===== src/rtl/usb_bridge_pkg.sv =====
// Shared constants for the USB host-bus bridge: FSM encoding, counter default, idle strobe level.
package usb_bridge_pkg;

  localparam logic [1:0] ST_IDLE  = 2'd0;
  localparam logic [1:0] ST_WRITE = 2'd1;
  localparam logic [1:0] ST_READ  = 2'd2;
  localparam logic [1:0] ST_TURN  = 2'd3;

  localparam int DEF_CNT_W = 16;

  // Active-low strobes rest high.
  localparam logic IDLE_STROBE = 1'b1;

endpackage


===== src/rtl/usb_bridge_stats.sv =====
// Per-channel saturating write/read transaction counters; instantiated only when USB_BRIDGE_STATS_EN is defined.
module usb_bridge_stats
  import usb_bridge_pkg::*;
#(
  parameter int pNUM_CH = 4,
  parameter int pCH_W   = 2,
  parameter int pCNT_W  = DEF_CNT_W
) (
  input  logic                      usb_clk,
  input  logic                      reset,
  input  logic                      stat_clr,
  input  logic                      wr_inc,
  input  logic                      rd_inc,
  input  logic [pCH_W-1:0]          ch,
  output logic [pCNT_W*pNUM_CH-1:0] wr_count,
  output logic [pCNT_W*pNUM_CH-1:0] rd_count
);

  localparam logic [pCNT_W-1:0] CNT_MAX = '1;

  for (genvar g = 0; g < pNUM_CH; g++) begin : g_ch
    localparam logic [pCH_W-1:0] CH_ID = pCH_W'(g);
    logic [pCNT_W-1:0] wr_q;
    logic [pCNT_W-1:0] rd_q;

    // Clear takes priority over a coincident increment.
    always_ff @(posedge usb_clk or posedge reset) begin
      if (reset) begin
        wr_q <= '0;
        rd_q <= '0;
      end else if (stat_clr) begin
        wr_q <= '0;
        rd_q <= '0;
      end else begin
        if (wr_inc && (ch == CH_ID) && (wr_q != CNT_MAX)) wr_q <= wr_q + pCNT_W'(1);
        if (rd_inc && (ch == CH_ID) && (rd_q != CNT_MAX)) rd_q <= rd_q + pCNT_W'(1);
      end
    end

    assign wr_count[g*pCNT_W +: pCNT_W] = wr_q;
    assign rd_count[g*pCNT_W +: pCNT_W] = rd_q;
  end

endmodule


===== src/rtl/usb_bus_bridge.sv =====
// Registered multi-channel bridge from the host parallel bus to pNUM_CH external target buses.
// Optional per-channel statistics counters are built when USB_BRIDGE_STATS_EN is defined.
module usb_bus_bridge
  import usb_bridge_pkg::*;
#(
  parameter int pADDR_WIDTH = 11,
  parameter int pNUM_CH     = 4,
  parameter int pCH_W       = 2,
  parameter int pCNT_W      = DEF_CNT_W
) (
  input  logic                      usb_clk,
  input  logic                      reset,
  input  logic [pADDR_WIDTH-1:0]    I_usb_addr,
  input  logic [7:0]                I_usb_data,
  output logic [7:0]                O_usb_data,
  output logic                      O_usb_data_oe,
  input  logic                      I_usb_rdn,
  input  logic                      I_usb_wrn,
  input  logic                      I_usb_cen,
  input  logic [pCH_W-1:0]          I_ch_sel,
  output logic [pADDR_WIDTH-1:0]    O_ext_addr,
  output logic [7:0]                O_ext_data,
  output logic                      O_ext_data_oe,
  input  logic [8*pNUM_CH-1:0]      I_ext_data,
  output logic [pNUM_CH-1:0]        O_ext_rdn,
  output logic [pNUM_CH-1:0]        O_ext_wrn,
  output logic [pNUM_CH-1:0]        O_ext_cen,
  output logic [pCH_W-1:0]          O_active_ch,
  output logic                      O_busy,
  output logic                      O_proto_err,
  input  logic                      I_err_clr,
  input  logic                      I_stat_clr,
  output logic [pCNT_W*pNUM_CH-1:0] O_wr_count,
  output logic [pCNT_W*pNUM_CH-1:0] O_rd_count
);

  localparam int CH_W1 = pCH_W + 1;
  localparam logic [pCH_W:0] NUM_CH_V = CH_W1'(pNUM_CH);

  logic [1:0] state, state_nxt;
  logic       s1_rdn, s1_wrn, s1_cen;
  logic       start_wr, start_rd, set_err, sel_ok;
  logic [7:0] ext_rd_sel;

  // NOTE: every flop uses non-blocking assignment so all state updates see pre-edge values.
  always_ff @(posedge usb_clk or posedge reset) begin
    if (reset) begin
      O_ext_addr <= '0;
      O_ext_data <= '0;
      s1_rdn     <= IDLE_STROBE;
      s1_wrn     <= IDLE_STROBE;
      s1_cen     <= IDLE_STROBE;
    end else begin
      O_ext_addr <= I_usb_addr;
      O_ext_data <= I_usb_data;
      s1_rdn     <= I_usb_rdn;
      s1_wrn     <= I_usb_wrn;
      s1_cen     <= I_usb_cen;
    end
  end

  // NOTE: defaults at the top of every always_comb keep all paths assigned, so no latches.
  always_comb begin
    state_nxt = state;
    start_wr  = 1'b0;
    start_rd  = 1'b0;
    set_err   = 1'b0;
    sel_ok    = ({1'b0, I_ch_sel} < NUM_CH_V);
    case (state)
      ST_IDLE: begin
        if (!s1_cen) begin
          if (!s1_wrn && s1_rdn)       start_wr = 1'b1;
          else if (!s1_rdn && s1_wrn)  start_rd = 1'b1;
          else if (!s1_rdn && !s1_wrn) set_err  = 1'b1;
        end
        if (start_wr) state_nxt = ST_WRITE;
        if (start_rd) state_nxt = ST_READ;
        if ((start_wr || start_rd) && !sel_ok) set_err = 1'b1;
      end
      ST_WRITE: if (s1_wrn || s1_cen) state_nxt = ST_TURN;
      ST_READ:  if (s1_rdn || s1_cen) state_nxt = ST_TURN;
      default:  state_nxt = ST_IDLE;
    endcase
  end

  always_ff @(posedge usb_clk or posedge reset) begin
    if (reset) begin
      state       <= ST_IDLE;
      O_active_ch <= '0;
      O_proto_err <= 1'b0;
      O_usb_data  <= '0;
    end else begin
      state <= state_nxt;
      if (start_wr || start_rd) O_active_ch <= I_ch_sel;
      if (set_err)        O_proto_err <= 1'b1;
      else if (I_err_clr) O_proto_err <= 1'b0;
      if (state == ST_READ) O_usb_data <= ext_rd_sel;
    end
  end

  // Out-of-range channels match no index: no strobes and read data of zero.
  always_comb begin
    ext_rd_sel = '0;
    O_ext_wrn  = {pNUM_CH{IDLE_STROBE}};
    O_ext_rdn  = {pNUM_CH{IDLE_STROBE}};
    O_ext_cen  = {pNUM_CH{IDLE_STROBE}};
    for (int i = 0; i < pNUM_CH; i++) begin
      if (O_active_ch == pCH_W'(i)) begin
        ext_rd_sel = I_ext_data[i*8 +: 8];
        if (state == ST_WRITE) begin
          O_ext_wrn[i] = s1_wrn;
          O_ext_cen[i] = s1_cen;
        end
        if (state == ST_READ) begin
          O_ext_rdn[i] = s1_rdn;
          O_ext_cen[i] = s1_cen;
        end
      end
    end
  end

  assign O_ext_data_oe = (state == ST_WRITE);
  assign O_usb_data_oe = (state == ST_READ);
  assign O_busy        = (state != ST_IDLE);

`ifdef USB_BRIDGE_STATS_EN
  usb_bridge_stats #(
    .pNUM_CH (pNUM_CH),
    .pCH_W   (pCH_W),
    .pCNT_W  (pCNT_W)
  ) u_stats (
    .usb_clk  (usb_clk),
    .reset    (reset),
    .stat_clr (I_stat_clr),
    .wr_inc   (start_wr && sel_ok),
    .rd_inc   (start_rd && sel_ok),
    .ch       (I_ch_sel),
    .wr_count (O_wr_count),
    .rd_count (O_rd_count)
  );
`else
  logic stat_clr_unused;
  assign stat_clr_unused = I_stat_clr;
  assign O_wr_count      = '0;
  assign O_rd_count      = '0;
`endif

endmodule


===== config.mk =====
export PLATFORM = sky130hd
export DESIGN_NAME = usb_bus_bridge
export DESIGN_NICKNAME = d
export VERILOG_FILES = /design/src/rtl/usb_bridge_pkg.sv /design/src/rtl/usb_bridge_stats.sv /design/src/rtl/usb_bus_bridge.sv
export SDC_FILE = /design/constraint.sdc
export NUM_CORES = 1
export LEC_CHECK = 0
export ABC_AREA = 0
export BUFFER_PORTS_ARGS = -buffer_cell sky130_fd_sc_hd__buf_2
export CAP_MARGIN = 20
export CORE_AREA = 2 2 92 94
export DETAILED_ROUTE_END_ITERATION = 12
export DIE_AREA = 0 0 94 96
export PLACE_DENSITY = 0.77
export RECOVER_POWER = 100
export SLEW_MARGIN = 20
export SYNTH_ARGS = -nofsm -noshare
export SYNTH_HDL_FRONTEND = slang
export SYNTH_SLANG_ARGS = --single-unit

===== constraint.sdc =====
create_clock -name usb_clk -period 1.96 [get_ports usb_clk]
set_clock_uncertainty 0.1 [all_clocks]
set_input_delay 0.392 -clock usb_clk [delete_from_list [all_inputs] [get_ports usb_clk]]
set_output_delay 0.392 -clock usb_clk [all_outputs]
set_load 0.02 [all_outputs]

=== Yosys cells after proc, flatten, opt, wreduce, memory -nomap -nowiden ===
Index checks and enable logic that the tools add are counted.
Widths: inputs -> output; s select.

* Equal/unequal tests: 8
* Muxes and demuxes: 41
* Reductions and logical operators: 13

{| class="wikitable"
|+ Operator list
! cell !! number
|-
| $mux 1 || 32
|-
| $mux 8 || 4
|-
| $mux 2 || 4
|-
| $eq 2x2->1 const B || 3
|-
| $pmux 2 s3 || 1
|-
| $eq 2x1->1 const B || 2
|-
| $logic_not 2->1 || 2
|-
| $ne 2x1->1 const B || 2
|-
| $reduce_bool 2->1 || 2
|-
| $logic_and 1x1->1 || 3
|-
| $logic_or 1x1->1 || 3
|-
| $ne 3x1->1 const B || 1
|-
| $reduce_and 3->1 || 1
|-
| $logic_not 1->1 || 2
|}

* Flip-flop bits (word level): 35
* Bits of input ports: 60
* Output and inout port bits: 173
* Logic and storage cells: 71

=== Longest topological paths before layout ===
* Word-level depth: 8
* Gate-level depth with buffers: 6
* Depth with buffers taken out: 6

=== Worst setup path after synthesis ===
No wires, ideal clock.

* Path type: flip-flop to flip-flop
* From: register state[0]
* To: register state[0]
* Library setup time: 125 ps
* Arrival: 1756 ps
* Data required time: 1735 ps
* Slack: -21 ps
* Cell stages (with the launch flop): 7
* Path buffers: 1
* Period minus slack after synthesis: 1981 ps
* Cell sequence: dfrtp_1 -> inv_1 -> ha_1 -> buf_2 -> nor2b_2 -> a221oi_2 -> mux2_2

* Longest elaborated chain between the ends: 3
* Elaborated cells between the ends (all ways): 8
* Classes of those cells: 5 x eq/ne; 1 x mux; 2 x reduce/logical

{| class="wikitable"
|+ Ends and longest elaborated chain
! element !! RTL line !! source
|-
| from (decl) || usb_bus_bridge.sv:40 || <nowiki>logic [1:0] state, state_nxt;</nowiki>
|-
| from (signal assigned) || usb_bus_bridge.sv:93 || <nowiki>state <= state_nxt;</nowiki>
|-
| $eq 2x2->1 * || -- ||
|-
| net O_usb_data_oe || usb_bus_bridge.sv:16 || <nowiki>output logic O_usb_data_oe,</nowiki>
|-
| $ne 2x1->1 (no line) || -- ||
|-
| $reduce_and 3->1 (no line) || -- ||
|}

The timed path passes the listed nets; every way through them passes the cells marked *.
A chain may end at the register's enable or synchronous reset.

=== Worst setup path after layout ===
* From: register state[1]
* To: register state[1]

* Longest elaborated chain between the ends: 3
* Elaborated cells between the ends (all ways): 8
* Classes of those cells: 5 x eq/ne; 1 x mux; 2 x reduce/logical

{| class="wikitable"
|+ Ends and longest elaborated chain
! element !! RTL line !! source
|-
| $eq 2x1->1 (tied with other cells) || usb_bus_bridge.sv:69 || <nowiki>case (state)</nowiki>
|-
| $ne 2x1->1 (no line) / $ne 3x1->1 (equally long branches) || -- ||
|-
| $reduce_and 3->1 (no line) || -- ||
|}

Several ways; a longest one is shown, not always the timed one.

==> results.sh <==
export IMPL_status="complete, but fails checks"
export IMPL_violations="setup timing"
export IMPL_setup_ws_ns=-0.00114
export IMPL_critPathKind="flop to flop"
export IMPL_place_ws_ns=0.149
export IMPL_holdWs_ns=0.100
export IMPL_clkPwrFrac_pct=19.5
export IMPL_rsz0062_at_grt="true"
export IMPL_final_nets=410
export IMPL_stdcell_area_sq_mm=0.00282
export IMPL_hold_class="primary input to flop"
export IMPL_arrival_ns=2.03
export IMPL_path_cells="inv_2, buf_4, ha_1, inv_1, o2bb2ai_1, a221oi_2, mux2_2"
export IMPL_overflow=0
export IMPL_drv_cap=0
export IMPL_cp_start_kind="flop"
export IMPL_hold_depth=1
export IMPL_synth_top_area_share_pct=38.7
export IMPL_layout_commonest_cell="conb_1"
export IMPL_start_util_pct=30.8
export IMPL_vdd_drop_max_uv=653
export IMPL_pwr_share_comb_pct=50.8
export IMPL_critPathMaxStageDelay_ns=0.44
export IMPL_drtIter0Drc=18
export IMPL_drc=0
export IMPL_ctsHoldBuffers=0
export IMPL_synth_seq_cells=35
export IMPL_viasPerCell=3.58
export IMPL_min_from="I_usb_wrn"
export IMPL_cp_top_family="flip-flops"
export IMPL_clkLatencyLatePin_ns=0.28
export IMPL_p_sw_share_pct=40.9
export IMPL_layout_cells_non_filler=452
export IMPL_ys_top_cells_by_area="buf_4 39%, dfrtp_1 32%, mux4_1 5.3%"
export IMPL_power_leakage_nw=1.49
export IMPL_worst_pin_slew_ns=0.855
export IMPL_cts_tree="yes"
export IMPL_rrSetupSlack_ns=-0.001
export IMPL_clk_path_buf_depth=2
export IMPL_min_period_ns=1.96
export IMPL_timing_slew_headroom_pct=43.0
export IMPL_intPower_mw=2.08
export IMPL_r2r_end="state[1]"
export IMPL_synth_top_area_cell="buf_4"
export IMPL_die_x_um=94
export IMPL_die_h_um=96
export IMPL_yosysUniqueCellTypes=27
export IMPL_cts_sinks=35
export IMPL_cpMaxStageDelayCell="dfrtp_1"
export IMPL_critPathMaxFanout=4
export IMPL_io_buffers=103
export IMPL_cellPowerDensity_mw_per_mm2=1250
export IMPL_period_share_pct=100
export IMPL_setup_tns_ns=-0.00114
export IMPL_dpl_hpwl_um=4220
export IMPL_reg2reg_from="state[1]"
export IMPL_ant_nets=0
export IMPL_crit_required_ns=2.03
export IMPL_final_cell_mix="128 x conb_1, 74 x buf_2, 31 x dfrtp_1"
export IMPL_core_sq_mm=0.00805
export IMPL_track_usage_pct=10.6
export IMPL_vias=1619
export IMPL_nFillCells=843
export IMPL_rr_worst_depth=7
export IMPL_grt_pass1_wl_um=7130
export IMPL_power_share_sequential_pct=29.7
export IMPL_antenna_found_initial=1
export IMPL_h_tree_depth=2
export IMPL_p_sw_mw=1.44
export IMPL_drt_first_pass_iters=4
export IMPL_placed_area_sq_mm=0.00264
export IMPL_cts_buffers=5
export IMPL_clkTransAtPathRegs_ns=0.07
export IMPL_postSynthAreaPerCell_sq_um=10.7
export IMPL_crit_buf_inv=3
export IMPL_syn_inst=233
export IMPL_end_kind="flop"
export IMPL_fmaxAchievable_ghz=0.510
export IMPL_drive_gt1_share_pct=34.6
export IMPL_grt_max_degree=36
export IMPL_syn2layout_area_growth_pct=13.7
export IMPL_io_pins=233
export IMPL_first_global_vias=1457
export IMPL_ys_seq_area_share_pct=35.4
export IMPL_syn_cell_area_sq_mm=0.00248
export IMPL_slew_violations=0
export IMPL_ctsRootBufferMaster="clkbuf_8"
export IMPL_die_area_sq_mm=0.00902
export IMPL_antenna_cells=0
export IMPL_drt_wirelength_per_cell_um=11.3
export IMPL_rows=33
export IMPL_wl_um=5120
export IMPL_dp_cells=438
export IMPL_hold_viol_final=0
export IMPL_ys_warn_count=0
export IMPL_setup_viol=1
export IMPL_place_gp_congestion=0.701
export IMPL_min_to="s1_wrn"
## logic make-up (layout without fill, tap and decap cells)
logic type / Yosys count / count (layout) / synth area share [%]
other: 1 / 128 / 0.151
xor gates and xnor gates: 1 / 1 / 0.353
DFF: 35 / 35 / 35.4
AOI/OAI and AO/OA: 6 / 6 / 2.12
buffers and inverters: 141 / 128 / 41.5
muxes: 20 / 20 / 13.9
and+or+nand+nor: 25 / 25 / 4.49
adders and majority gates: 4 / 4 / 2.02
## per-layer routing
| metal | GRT usage, % | share of wire (%) |
|---|---|---|
| met1 | 11.1 | 34 |
| met2 | 19.8 | 54 |
| met3 | 3.76 | 11 |
| met4 | 3.62 | 0.82 |
| met5 | 0 | 0.27 |
## synth_stat cells
library cell,instances
buf_4,128
dfrtp_1,32
nand2_1,10
mux2_2,9
inv_1,8
nor2_1,8
mux4_1,5
ha_1,4
dfstp_2,3
mux2_4,3
mux4_2,3
nand3_1,3
buf_2,2
nor2b_1,2
a21oi_1,1
a221oi_2,1
a311oi_1,1
a31oi_1,1
and2b_1,1
buf_6,1
buf_8,1
clkbuf_1,1
conb_1,1
nor2b_2,1
o2bb2ai_1,1
o32ai_1,1
xnor2_1,1
## final cells by class
cell class / count / area (sq um) / area share, %
tap: 105 / 131 / 4.65
inverter: 8 / 30.0 / 1.06
clock buffer: 6 / 82.6 / 2.93
sequential: 35 / 881 / 31.2
multi-input combinational: 184 / 1090 / 38.7
timing repair buffer: 112 / 568 / 20.1
clock inverter: 2 / 38.8 / 1.37
## state kept, by name, indices dropped and copies added, names as in the netlist
name,count
O_ext_addr,11
s1_wrn,1
s1_cen,1
O_proto_err,1
s1_rdn,1
O_active_ch,2
O_ext_data,8
O_usb_data,8
state,2
## stage by stage
stage | total power [mW] | utilization (%)
floorplan | 2.47 | -
global placement | 2.64 | 32.8
detailed placement | 2.70 | 32.8
CTS | 3.50 | 35.0
global route | 3.74 | 35.1
finish | 3.51 | 35.1
## worst max-delay path by stage
stage	startpoint	to	cells past startpoint
floorplan	state[0]	state[0]	6
global placement	state[0]	state[0]	5
detailed placement	state[0]	state[1]	5
CTS	state[0]	O_ext_cen[3]	6
global route	state[1]	O_ext_cen[3]	6
finish	state[1]	state[1]	7
## power groups by stage
stage / Clock, mW / Combinational [mW] / Sequential [mW]
3_3_place_gp: 0 / 1.60 / 1.04
2_1_floorplan: 0 / 1.32 / 1.15
4_1_cts: 0.715 / 1.75 / 1.04
6_report: 0.685 / 1.79 / 1.04
3_5_place_dp: 0 / 1.65 / 1.05
5_1_grt: 0.752 / 1.92 / 1.07
## timing repair
action,in CTS,in global routing
pin swaps,1,2
setup endpoints to repair,12,6
resized for setup,11,4
setup buffers,3,3
Power figures use the tool's default switching activity.
